**config.mk**
```make
export PLATFORM = sky130hd
export DESIGN_NAME = iob_native_bridge
export DESIGN_NICKNAME = d
export VERILOG_FILES = /design/src/rtl/iob_native_bridge.sv
export SDC_FILE = /design/constraint.sdc
export NUM_CORES = 1
export LEC_CHECK = 0
export BUFFER_PORTS_ARGS = -buffer_cell sky130_fd_sc_hd__buf_2
export CAP_MARGIN = 20
export CORE_AREA = 2 2 128 130
export DETAILED_ROUTE_END_ITERATION = 8
export DIE_AREA = 0 0 130 132
export SETUP_SLACK_MARGIN = 0.1
export SYNTH_ARGS = -nofsm -noshare
export SYNTH_HDL_FRONTEND = slang
export SYNTH_SLANG_ARGS = --single-unit
```
**constraint.sdc**
```tcl
create_clock -name clk -period 3.35 [get_ports clk]
set_clock_uncertainty 0.1 [all_clocks]
set_input_delay 0.335 -clock clk [delete_from_list [all_inputs] [get_ports clk]]
set_output_delay 0.335 -clock clk [all_outputs]
set_load 0.01 [all_outputs]
```
**src/rtl/iob_native_bridge.sv**
```systemverilog
// -----------------------------------------------------------------------------
// iob_native_bridge
//
// Bridges a native valid/ready CPU memory port onto N_SLAVES independent
// IOb-style request/response ports. The request is registered, and a 4-state
// FSM (IDLE -> REQ -> RESP -> DONE) keeps at most one transaction in flight.
// The target slave is chosen from the top SEL_W address bits. When
// I_SLAVE >= 0, instruction fetches are forced to that slave instead.
//
// Optional feature macro: IOB_NATIVE_BRIDGE_TIMEOUT_EN
//   When this macro is defined, a TIMEOUT_W-bit watchdog aborts stalled
//   accesses with an error and marks the slave dead until reset. Later
//   accesses to a dead slave complete with an error and no bus request.
//   When it is undefined, the bridge waits indefinitely for a slave.
//
// Ports
//   clk, rst         clock, asynchronous active-high reset
//   cpu_valid        native request valid, held until cpu_ready
//   cpu_instr        request is an instruction fetch
//   cpu_addr         byte address
//   cpu_wdata        write data
//   cpu_wstrb        byte strobes; all zero means read
//   cpu_rdata        read data, valid while cpu_ready=1, held otherwise
//   cpu_ready        single-cycle completion pulse
//   err              single-cycle pulse on an error/aborted completion
//   m_avalid         per-slave request valid (one-hot or zero)
//   m_addr           registered address, shared by all slaves
//   m_wdata          registered write data, shared by all slaves
//   m_wstrb          registered strobes, shared by all slaves
//   m_ready          per-slave request accept
//   m_rvalid         per-slave response valid (reads and writes)
//   m_rdata          per-slave read data, slave k at [k*DATA_W +: DATA_W]
// -----------------------------------------------------------------------------
module iob_native_bridge #(
  parameter int ADDR_W    = 32,
  parameter int DATA_W    = 32,
  parameter int N_SLAVES  = 2,
  parameter int SEL_W     = 1,
  parameter int I_SLAVE   = -1,
  parameter int TIMEOUT_W = 8
) (
  input  logic                       clk,
  input  logic                       rst,
  input  logic                       cpu_valid,
  input  logic                       cpu_instr,
  input  logic [ADDR_W-1:0]          cpu_addr,
  input  logic [DATA_W-1:0]          cpu_wdata,
  input  logic [DATA_W/8-1:0]        cpu_wstrb,
  output logic [DATA_W-1:0]          cpu_rdata,
  output logic                       cpu_ready,
  output logic                       err,
  output logic [N_SLAVES-1:0]        m_avalid,
  output logic [ADDR_W-1:0]          m_addr,
  output logic [DATA_W-1:0]          m_wdata,
  output logic [DATA_W/8-1:0]        m_wstrb,
  input  logic [N_SLAVES-1:0]        m_ready,
  input  logic [N_SLAVES-1:0]        m_rvalid,
  input  logic [N_SLAVES*DATA_W-1:0] m_rdata
);

  localparam int STRB_W = DATA_W / 8;
  localparam bit I_EN = (I_SLAVE >= 0);
  localparam logic [SEL_W-1:0] I_IDX = I_EN ? SEL_W'(I_SLAVE) : '0;

  typedef enum logic [1:0] {
    ST_IDLE = 2'd0,
    ST_REQ  = 2'd1,
    ST_RESP = 2'd2,
    ST_DONE = 2'd3
  } state_t;

  // One-hot decode of a slave index; indices >= N_SLAVES decode to all zeros,
  // which doubles as the out-of-range indication.
  function automatic logic [N_SLAVES-1:0] decode_sel(input logic [SEL_W-1:0] sel);
    logic [N_SLAVES-1:0] oh;
    oh = '0;
    for (int k = 0; k < N_SLAVES; k++) begin
      oh[k] = (sel == SEL_W'(k));
    end
    return oh;
  endfunction

  state_t              state_q, state_d;
  logic [N_SLAVES-1:0] sel_oh_q, sel_oh_d;
  logic [N_SLAVES-1:0] m_avalid_q, m_avalid_d;
  logic [ADDR_W-1:0]   m_addr_q, m_addr_d;
  logic [DATA_W-1:0]   m_wdata_q, m_wdata_d;
  logic [STRB_W-1:0]   m_wstrb_q, m_wstrb_d;
  logic [DATA_W-1:0]   cpu_rdata_q, cpu_rdata_d;
  logic                cpu_ready_q, cpu_ready_d;
  logic                err_q, err_d;

  logic [SEL_W-1:0]    req_sel_s;
  logic [N_SLAVES-1:0] req_oh_s;
  logic                ready_sel_s;
  logic                rvalid_sel_s;
  logic [DATA_W-1:0]   rdata_sel_s;
  logic                timeout_s;
  logic                blocked_s;

  // Slave index of the incoming CPU request (instruction override or address MSBs).
  always_comb begin
    if (I_EN && cpu_instr) begin
      req_sel_s = I_IDX;
    end else begin
      req_sel_s = cpu_addr[ADDR_W-1 -: SEL_W];
    end
    req_oh_s = decode_sel(req_sel_s);
  end

  // Pick out the selected slave's handshake and data; other slaves are ignored.
  always_comb begin
    ready_sel_s  = |(m_ready & sel_oh_q);
    rvalid_sel_s = |(m_rvalid & sel_oh_q);
    rdata_sel_s  = '0;
    for (int k = 0; k < N_SLAVES; k++) begin
      rdata_sel_s = rdata_sel_s | (m_rdata[k*DATA_W +: DATA_W] & {DATA_W{sel_oh_q[k]}});
    end
  end

`ifdef IOB_NATIVE_BRIDGE_TIMEOUT_EN
  logic [TIMEOUT_W-1:0] cnt_q, cnt_d;
  logic [N_SLAVES-1:0]  dead_q, dead_d;

  // Watchdog count: zero outside REQ/RESP, so it is clear on every REQ entry.
  always_comb begin
    cnt_d     = cnt_q;
    timeout_s = 1'b0;
    if ((state_q == ST_REQ) || (state_q == ST_RESP)) begin
      cnt_d     = cnt_q + TIMEOUT_W'(1);
      timeout_s = (cnt_d == {TIMEOUT_W{1'b1}});
    end else begin
      cnt_d = '0;
    end
    blocked_s = |(dead_q & req_oh_s);
  end

  // A slave becomes dead when its access leaves REQ/RESP with an error,
  // which in those states can only be a watchdog abort.
  always_comb begin
    if (((state_q == ST_REQ) || (state_q == ST_RESP)) && (state_d == ST_DONE) && err_d) begin
      dead_d = dead_q | sel_oh_q;
    end else begin
      dead_d = dead_q;
    end
  end

  // Watchdog counter and dead-slave mask; only rst clears the mask.
  always_ff @(posedge clk or posedge rst) begin
    if (rst) begin
      cnt_q  <= '0;
      dead_q <= '0;
    end else begin
      cnt_q  <= cnt_d;
      dead_q <= dead_d;
    end
  end
`else
  assign timeout_s = 1'b0;
  assign blocked_s = 1'b0;

  // TIMEOUT_W only sizes the watchdog; it stays in the parameter list so both
  // builds share one interface.
  if (TIMEOUT_W < 1) begin : g_timeout_w_unused
  end
`endif

  // FSM next state, request capture and completion outputs.
  always_comb begin
    state_d     = state_q;
    sel_oh_d    = sel_oh_q;
    m_avalid_d  = '0;
    m_addr_d    = m_addr_q;
    m_wdata_d   = m_wdata_q;
    m_wstrb_d   = m_wstrb_q;
    cpu_rdata_d = cpu_rdata_q;
    cpu_ready_d = 1'b0;
    err_d       = 1'b0;

    case (state_q)
      ST_IDLE: begin
        if (cpu_valid) begin
          m_addr_d  = cpu_addr;
          m_wdata_d = cpu_wdata;
          m_wstrb_d = cpu_wstrb;
          sel_oh_d  = req_oh_s;
          if ((req_oh_s == '0) || blocked_s) begin
            // Unmapped or dead slave: complete with error, no bus request.
            state_d     = ST_DONE;
            cpu_ready_d = 1'b1;
            err_d       = 1'b1;
            cpu_rdata_d = '0;
          end else begin
            state_d    = ST_REQ;
            m_avalid_d = req_oh_s;
          end
        end else begin
          state_d = ST_IDLE;
        end
      end

      ST_REQ: begin
        if (ready_sel_s && rvalid_sel_s) begin
          state_d     = ST_DONE;
          cpu_ready_d = 1'b1;
          cpu_rdata_d = rdata_sel_s;
        end else if (timeout_s) begin
          // Watchdog wins over a bare accept so the count cannot wrap in RESP.
          state_d     = ST_DONE;
          cpu_ready_d = 1'b1;
          err_d       = 1'b1;
          cpu_rdata_d = '0;
        end else if (ready_sel_s) begin
          state_d = ST_RESP;
        end else begin
          state_d    = ST_REQ;
          m_avalid_d = sel_oh_q;
        end
      end

      ST_RESP: begin
        if (rvalid_sel_s) begin
          state_d     = ST_DONE;
          cpu_ready_d = 1'b1;
          cpu_rdata_d = rdata_sel_s;
        end else if (timeout_s) begin
          state_d     = ST_DONE;
          cpu_ready_d = 1'b1;
          err_d       = 1'b1;
          cpu_rdata_d = '0;
        end else begin
          state_d = ST_RESP;
        end
      end

      ST_DONE: begin
        state_d = ST_IDLE;
      end

      default: begin
        state_d = ST_IDLE;
      end
    endcase
  end

  // State and output registers.
  always_ff @(posedge clk or posedge rst) begin
    if (rst) begin
      state_q     <= ST_IDLE;
      sel_oh_q    <= '0;
      m_avalid_q  <= '0;
      m_addr_q    <= '0;
      m_wdata_q   <= '0;
      m_wstrb_q   <= '0;
      cpu_rdata_q <= '0;
      cpu_ready_q <= 1'b0;
      err_q       <= 1'b0;
    end else begin
      state_q     <= state_d;
      sel_oh_q    <= sel_oh_d;
      m_avalid_q  <= m_avalid_d;
      m_addr_q    <= m_addr_d;
      m_wdata_q   <= m_wdata_d;
      m_wstrb_q   <= m_wstrb_d;
      cpu_rdata_q <= cpu_rdata_d;
      cpu_ready_q <= cpu_ready_d;
      err_q       <= err_d;
    end
  end

  assign m_avalid  = m_avalid_q;
  assign m_addr    = m_addr_q;
  assign m_wdata   = m_wdata_q;
  assign m_wstrb   = m_wstrb_q;
  assign cpu_rdata = cpu_rdata_q;
  assign cpu_ready = cpu_ready_q;
  assign err       = err_q;

endmodule

```
==> results_dict.tcl, run 1 <==
set metrics [dict create \
    final_max_slew_viol_count 0 \
    grt_overflow_total 0 \
    wl_um 11430 \
    min_path_type "in -> reg" \
    hold_viol 0 \
    cts_setup_buffers 0 \
    die_x_um 130 \
    rows 46 \
    fill_cells 1522 \
    vias 3479 \
    tns_ps 0 \
    synth_area_um2 4684 \
    grt_pass1_vias 3592 \
    critPathTopFamily "buffers and inverters" \
    first_pass_iters 4 \
    instances_no_fill 776 \
    syn_to_final_growth_pct 36.06 \
    first_iter_violations 94 \
    place_congestion 0.7079 \
    startpoint_type "flip-flop" \
    cp_slowest_cell "buf_4" \
    drive_gt1_share_pct 65.18 \
    p_leak_uw 0.003518 \
    fmax_mhz 419.7 \
    yosysWarnings 0 \
    max_stage_delay_ps 550 \
    insertion_delay_ps 340 \
    crit_path_end_kind "flip-flop" \
    syn_nets 466 \
    status "finished, final reports clean" \
    cts_tree "built" \
    critPathBufInv 2 \
    grt_start_max_net_pins 73 \
    rsz0062_at_grt "no" \
    routed_via_density 4.483 \
    fp.coreArea_um2 15710 \
    mostFrequentLayoutCells "buf_2, dfrtp_1, mux2_2" \
    die_y_um 132 \
    clk_pin_slew_ps 70 \
    dpl_cell_area_um2 6068 \
    min_period_ps 2383 \
    path_cells "inv_1 -> ha_1 -> nor2_1 -> a2111oi_4 -> buf_4 -> mux2_2" \
    holdWs_ps 103.9 \
    dp_slack_ps 971.5 \
    pin_count 244 \
    synth-seq-cells 106 \
    yosys.cell_types.count 26 \
    cts-buffers-inserted 9 \
    slew_headroom_pct 36.74 \
    cp.arrival_ps 2510 \
    cts-root-buf "clkbuf_16" \
    final-setup-viol-count 0 \
    die_area_um2 17160 \
    num-nets-final 699 \
    grtUsageTotal_pct 13.21 \
    crit_fanout 32 \
    p_per_area_nw_per_um2 383.4 \
    clkSinkCount 106 \
    final_common_cell "buf_2" \
    n_antenna_cell 0 \
    syn_avg_cell_area_um2 14.55 \
    fin_ws_ps 967.3 \
    yosysSeqAreaShare_pct 56.62 \
    clockBufferDepth 2 \
    portBuffers 241 \
    tightest_slew_ps 948.8 \
    path_class "reg -> reg" \
    syn_inst 322 \
    h-tree-depth 3 \
    antenna_found_initial 1 \
    required_ps 3480 \
    fin_area_um2 6374 \
    numPlacedInstances 759 \
    start_util_pct 29.81 \
    ir_worst_vdd_v 0.0002120 \
    grt_pass1_wl_um 17890 \
    maxCapViolCount 0 \
    wl_per_cell_um 14.73 \
    drtAntennaViolNets 0 \
    drc 0 \
    fin_crit_sh_pct 71.13 \
    dp_hpwl_um 8350 \
]
-- routing by layer --
| layer | up-vias | wire length, µm | track usage (%) |
|---|---|---|---|
| met5 | - | 13 | 0 |
| met2 | 184 | 5445 | 21.96 |
| met1 | 1678 | 4664 | 15.46 |
| met4 | 2 | 162 | 4.600 |
| li1 | 1603 | - | - |
| met3 | 12 | 1146 | 5.114 |
-- worst reg2reg max path, delay by kind of cell (launching register included) --
| family | cells | cell delay (ps) |
|---|---|---|
| compound gates | 1 | 270 |
| simple gates | 1 | 120 |
| flops | 1 | 400 |
| fa+ha+maj | 1 | 310 |
| mux | 1 | 420 |
| buf+inv | 2 | 650 |
-- synth_stat cells --
cell         n  share of area [%]
a22oi_1     32                5.1
mux2_2      70                 17
nor3_1       1               0.11
mux2_4      30                9.6
buf_1        1              0.080
buf_2        7               0.75
nor2b_1     32                4.3
dfrtp_1    106                 57
and2_1       1               0.13
a32o_1       1               0.21
o21bai_1     1               0.16
ha_1         4                1.1
conb_1       1              0.080
a22o_1       1               0.19
buf_4        3               0.48
nand2_1      1              0.080
inv_1        4               0.32
a2111oi_4    1               0.59
nand3_1      2               0.21
a22oi_2      2               0.53
a21o_1       1               0.16
nor2_1       2               0.16
a21oi_1      3               0.32
buf_6        4               0.96
clkbuf_1     9               0.72
o21ai_0      2               0.21
-- cell type report --
cell class | count | area, µm² | area share, %
multi-input combinational | 188 | 1879 | 29.49
tap | 216 | 270.3 | 4.240
clock buffer | 10 | 229.0 | 3.592
sequential | 106 | 2653 | 41.62
timing repair buffer | 246 | 1259 | 19.75
clock inverter | 6 | 66.31 | 1.040
inverter | 4 | 17.52 | 0.2748
-- stage by stage --
stage,total power (µW),utilization [%]
finish,2444,40.56
global route,2557,40.56
CTS,2489,40.56
detailed placement,1413,38.62
global placement,1412,38.62
floorplan,1325,-
-- report_power, final --
group / total, µW / internal [µW] / switching [µW] / leakage, µW
sequential: 1280 / 1280 / 0 / 0.00148
combinational: 108 / 59.8 / 48.6 / 0.00191
clock: 1060 / 581 / 475 / 0.000135
total: 2440 / 1920 / 524 / 0.00352
-- cell families after synthesis --
family          share of synthesized area, %
other cells                          0.08005
buf+inv                                3.312
fa+ha+maj                              1.068
simple gates                           4.968
mux                                    26.44
compound gates                         7.505
flops                                  56.62
-- final timing paths --
| check | start | to | cells past startpoint | slack (ps) |
|---|---|---|---|---|
| worst max register to register | flip-flop | cpu_rdata[31]$_DFFE_PP0P_ | 6 | 970 |
| min in group asynchronous | rst | m_addr[27]$_DFFE_PP0P_ | 3 | 520 |
| worst min-delay path | cpu_addr[31] | sel_oh_q[0]$_DFFE_PP0P_ | 2 | 100 |
| worst max-delay path | flip-flop | cpu_rdata[31]$_DFFE_PP0P_ | 6 | 970 |
| worst min register to register | m_addr[18]$_DFFE_PP0P_ | m_addr[18]$_DFFE_PP0P_ | 1 | 400 |
| max in group asynchronous | rst | m_wdata[9]$_DFFE_PP0P_ | 4 | 1870 |
-- state kept, by name (all words and copies together) (netlist names), named ones only --
register / cells
cpu_rdata: 32
m_wdata: 32
m_addr: 31
m_wstrb: 4
m_avalid: 2
sel_oh_q: 2
cpu_ready: 1
state_q: 1
-- timing repair --
item | CTS | global route
hold endpoints to repair | 48 | 0
gates resized for setup | 0 | 0
hold buffers | 1 | 0
(Power assumes the default switching activity.)
==> run 2, diff against run 1 <==
--- a/config.mk
+++ b/config.mk
@@ -5,6 +5,7 @@
 export SDC_FILE = /design/constraint.sdc
 export NUM_CORES = 1
 export LEC_CHECK = 0
+export ABC_AREA = 1
 export BUFFER_PORTS_ARGS = -buffer_cell sky130_fd_sc_hd__buf_2
 export CAP_MARGIN = 20
 export CORE_AREA = 2 2 128 130
==> constraint.sdc (replaced) <==
create_clock -name clk -period 1.95 [get_ports clk]
set_clock_uncertainty 0.1 [all_clocks]
set_input_delay 0.195 -clock clk [delete_from_list [all_inputs] [get_ports clk]]
set_output_delay 0.195 -clock clk [all_outputs]
set_load 0.01 [all_outputs]
==> run 2 against run 1 <==
Net effect: clock-buffer cell count down 1; final cell count up 41%; non-clock buffer count up 76; synthesized cell count up 79%; maximum frequency up 42%; register-to-register slack worse by 690 ps; sequential power rose to 2.9 times the previous value; combinational power rose to 41 times the previous value; critical path depth up 2; sequential share of layout area down 4.1 points; die area unchanged; total power rose to 4.1 times the previous value.
==> results_dict.tcl, run 2 <==
set metrics [dict create \
    syn_to_final_growth_pct 52.47 \
    pwr-share-clk_pct 17.9 \
    hp-start "m_rdata[61]" \
    status "finished, final reports clean" \
    clockBufferDepth 2 \
    path_cells "inv_1 -> ha_1 -> nand3_1 -> nand2_1 -> inv_2 -> buf_12 -> nand3_1 -> nand2_1" \
    synth_top_cells_by_count "nand2_1, dfrtp_1, nand3_1" \
    first_iter_violations 173 \
    dp_hpwl_um 9539 \
    clk_pin_slew_ps 70 \
    mostFrequentLayoutCells "nand2_1, buf_2, dfrtp_1" \
    multi_input_area_um2 1764 \
    dpl_cell_area_um2 6087 \
    ir_worst_vdd_v 0.0006879 \
    fin_crit_sh_pct 85.78 \
    post-synth-top-count-cell "nand2_1" \
    num-nets-final 1017 \
    h-tree-depth 3 \
    die_area_um2 17160 \
    max_stage_delay_ps 410 \
    place_congestion 0.7607 \
    start_util_pct 29.52 \
    pin_count 244 \
    slew_headroom_pct 56.22 \
    crit_path_end_kind "flip-flop" \
    first_pass_iters 4 \
    min_period_ps 1673 \
    drive_gt1_share_pct 31.55 \
    min_to "cpu_rdata[29]$_DFFE_PP0P_" \
    fp.coreArea_um2 15710 \
    rsz0062_at_grt "no" \
    rr_worst_depth 8 \
    syn_avg_cell_area_um2 8.052 \
    fill_cells 1559 \
    syn_inst 576 \
    insertion_delay_ps 350 \
    swShare_pct 41.85 \
    min_path_type "in -> reg" \
    tns_ps 0 \
    hold_depth 5 \
    final_common_cell "nand2_1" \
    synth_area_um2 4638 \
    hold_viol 0 \
    wl_per_cell_um 13.43 \
    final_max_slew_viol_count 0 \
    regToRegStartpoint "state_q[0]$_DFF_PP0_" \
    cts_setup_buffers 0 \
    drc 0 \
    yosysTopAreaCellShare_pct 57.19 \
    cts_tree "built" \
    tightest_slew_ps 656.7 \
    grt_pass1_wl_um 22970 \
    p_leak_uw 0.004026 \
    die_y_um 132 \
    maxCapViolCount 0 \
    syn_nets 720 \
    pwr-share-seq_pct 37.3 \
    cp.arrival_ps 1860 \
    cts-root-buf "clkbuf_16" \
    rows 46 \
    grt_pass1_vias 4702 \
    portBuffers 241 \
    n_antenna_cell 0 \
    clkSinkCount 106 \
    internal-power_uw 5791 \
    required_ps 2140 \
    yosysSeqAreaShare_pct 57.19 \
    async_flop_share_pct 100.0 \
    cts-buffers-inserted 9 \
    startpoint_type "flip-flop" \
    drtAntennaViolNets 0 \
    synth_top_area_cell "dfrtp_1" \
    grt_overflow_total 0 \
    vias 4747 \
    grtUsageTotal_pct 16.98 \
    p_per_area_nw_per_um2 1408 \
    die_x_um 130 \
    fin_area_um2 7072 \
    antenna_found_initial 1 \
    grt_start_max_net_pins 107 \
    netSwitchingPower_uw 4168 \
    synthTopCellsByArea "dfrtp_1, nand2_1, nand3_1" \
    yosysWarnings 0 \
    wl_um 14700 \
    synth-seq-cells 106 \
    r2r-end "cpu_rdata[21]$_DFFE_PP0P_" \
    fmax_mhz 597.8 \
    reg2reg_slack_ps 280 \
    setup.worst_path.start "state_q[0]$_DFF_PP0_" \
    path_class "reg -> reg" \
    final-setup-viol-count 0 \
    cp_slowest_cell "dfrtp_1" \
    synth_top_flop_cell "dfrtp_1" \
    regArea_um2 2653 \
    comb_power_share_pct 44.8 \
    yosys.cell_types.count 19 \
    synth_edf_count 0 \
    crit_fanout 24 \
    routed_via_density 4.339 \
]
==> run 2: cell families (layout without fill, tap and decap cells) <==
kind of cell,Yosys count,count (layout),synth area share [%]
AOI/OAI and AO/OA,38,38,4.235
adders and majority gates,4,4,1.079
buffers and inverters,45,347,5.018
DFF,106,106,57.19
other,1,1,0.08085
and+or+nand+nor,382,382,32.40
==> run 2: layer usage <==
layer,share of wire (%),global-route usage (%)
met5,0.088,0
met4,2.4,6.989
met3,8.0,4.545
met2,46,28.21
met1,43,20.72
==> run 2: how the worst max path moves through the flow <==
stage                                      end  slack, ps  cells past startpoint
floorplan           asynchronous set/reset pin        380                      1
global placement     cpu_rdata[10]$_DFFE_PP0P_        260                      8
detailed placement    cpu_rdata[0]$_DFFE_PP0P_        210                      8
CTS                  cpu_rdata[31]$_DFFE_PP0P_        190                      8
global route         cpu_rdata[12]$_DFFE_PP0P_        110                      8
finish               cpu_rdata[21]$_DFFE_PP0P_        280                      8
==> run 2: power groups by stage <==
stage / Clock [µW] / Sequential [µW] / Combinational (µW)
after floorplan: 0 / 4140 / 2110
after global placement: 0 / 3710 / 4340
after detailed placement: 0 / 3690 / 4380
after CTS: 1840 / 3700 / 4470
after global routing: 1940 / 3840 / 5000
final: 1780 / 3710 / 4460
==> run 2: final cells by class <==
type	instances	area share [%]
flip-flops and latches	106	37.51
repair buffers	322	29.16
multi-input cells	425	24.95
well taps	216	3.822
clock buffers	9	3.185
clock inverters	7	0.8493
inverters	9	0.5308
==> run 2: critical path, delay by kind of cell (launching register included) <==
family	cells	cell delay [ps]
adder cells (fa/ha/maj)	1	230
buffers and inverters	3	500
flip-flops	1	410
AND/OR/NAND/NOR	4	360
==> run 2: what timing repair did <==
item | CTS | global route
hold buffers | 69 | 0
hold endpoints to repair | 174 | 0
resized for setup | 0 | 1
setup endpoints to repair | 0 | 32
==> run 2: per-stage QoR <==
step	utilization, %	hold WS [ps]	worst slack (ps)	total power (µW)	std cells
2_1_floorplan	-	204.6	381.5	6249	576
3_3_place_gp	38.74	288.6	259.1	8046	1009
3_5_place_dp	38.74	290.5	209.6	8069	1009
4_1_cts	44.95	82.00	186.1	10020	1094
5_1_grt	45.01	108.2	112.4	10770	1094
6_report	45.01	92.73	277.2	9959	1094
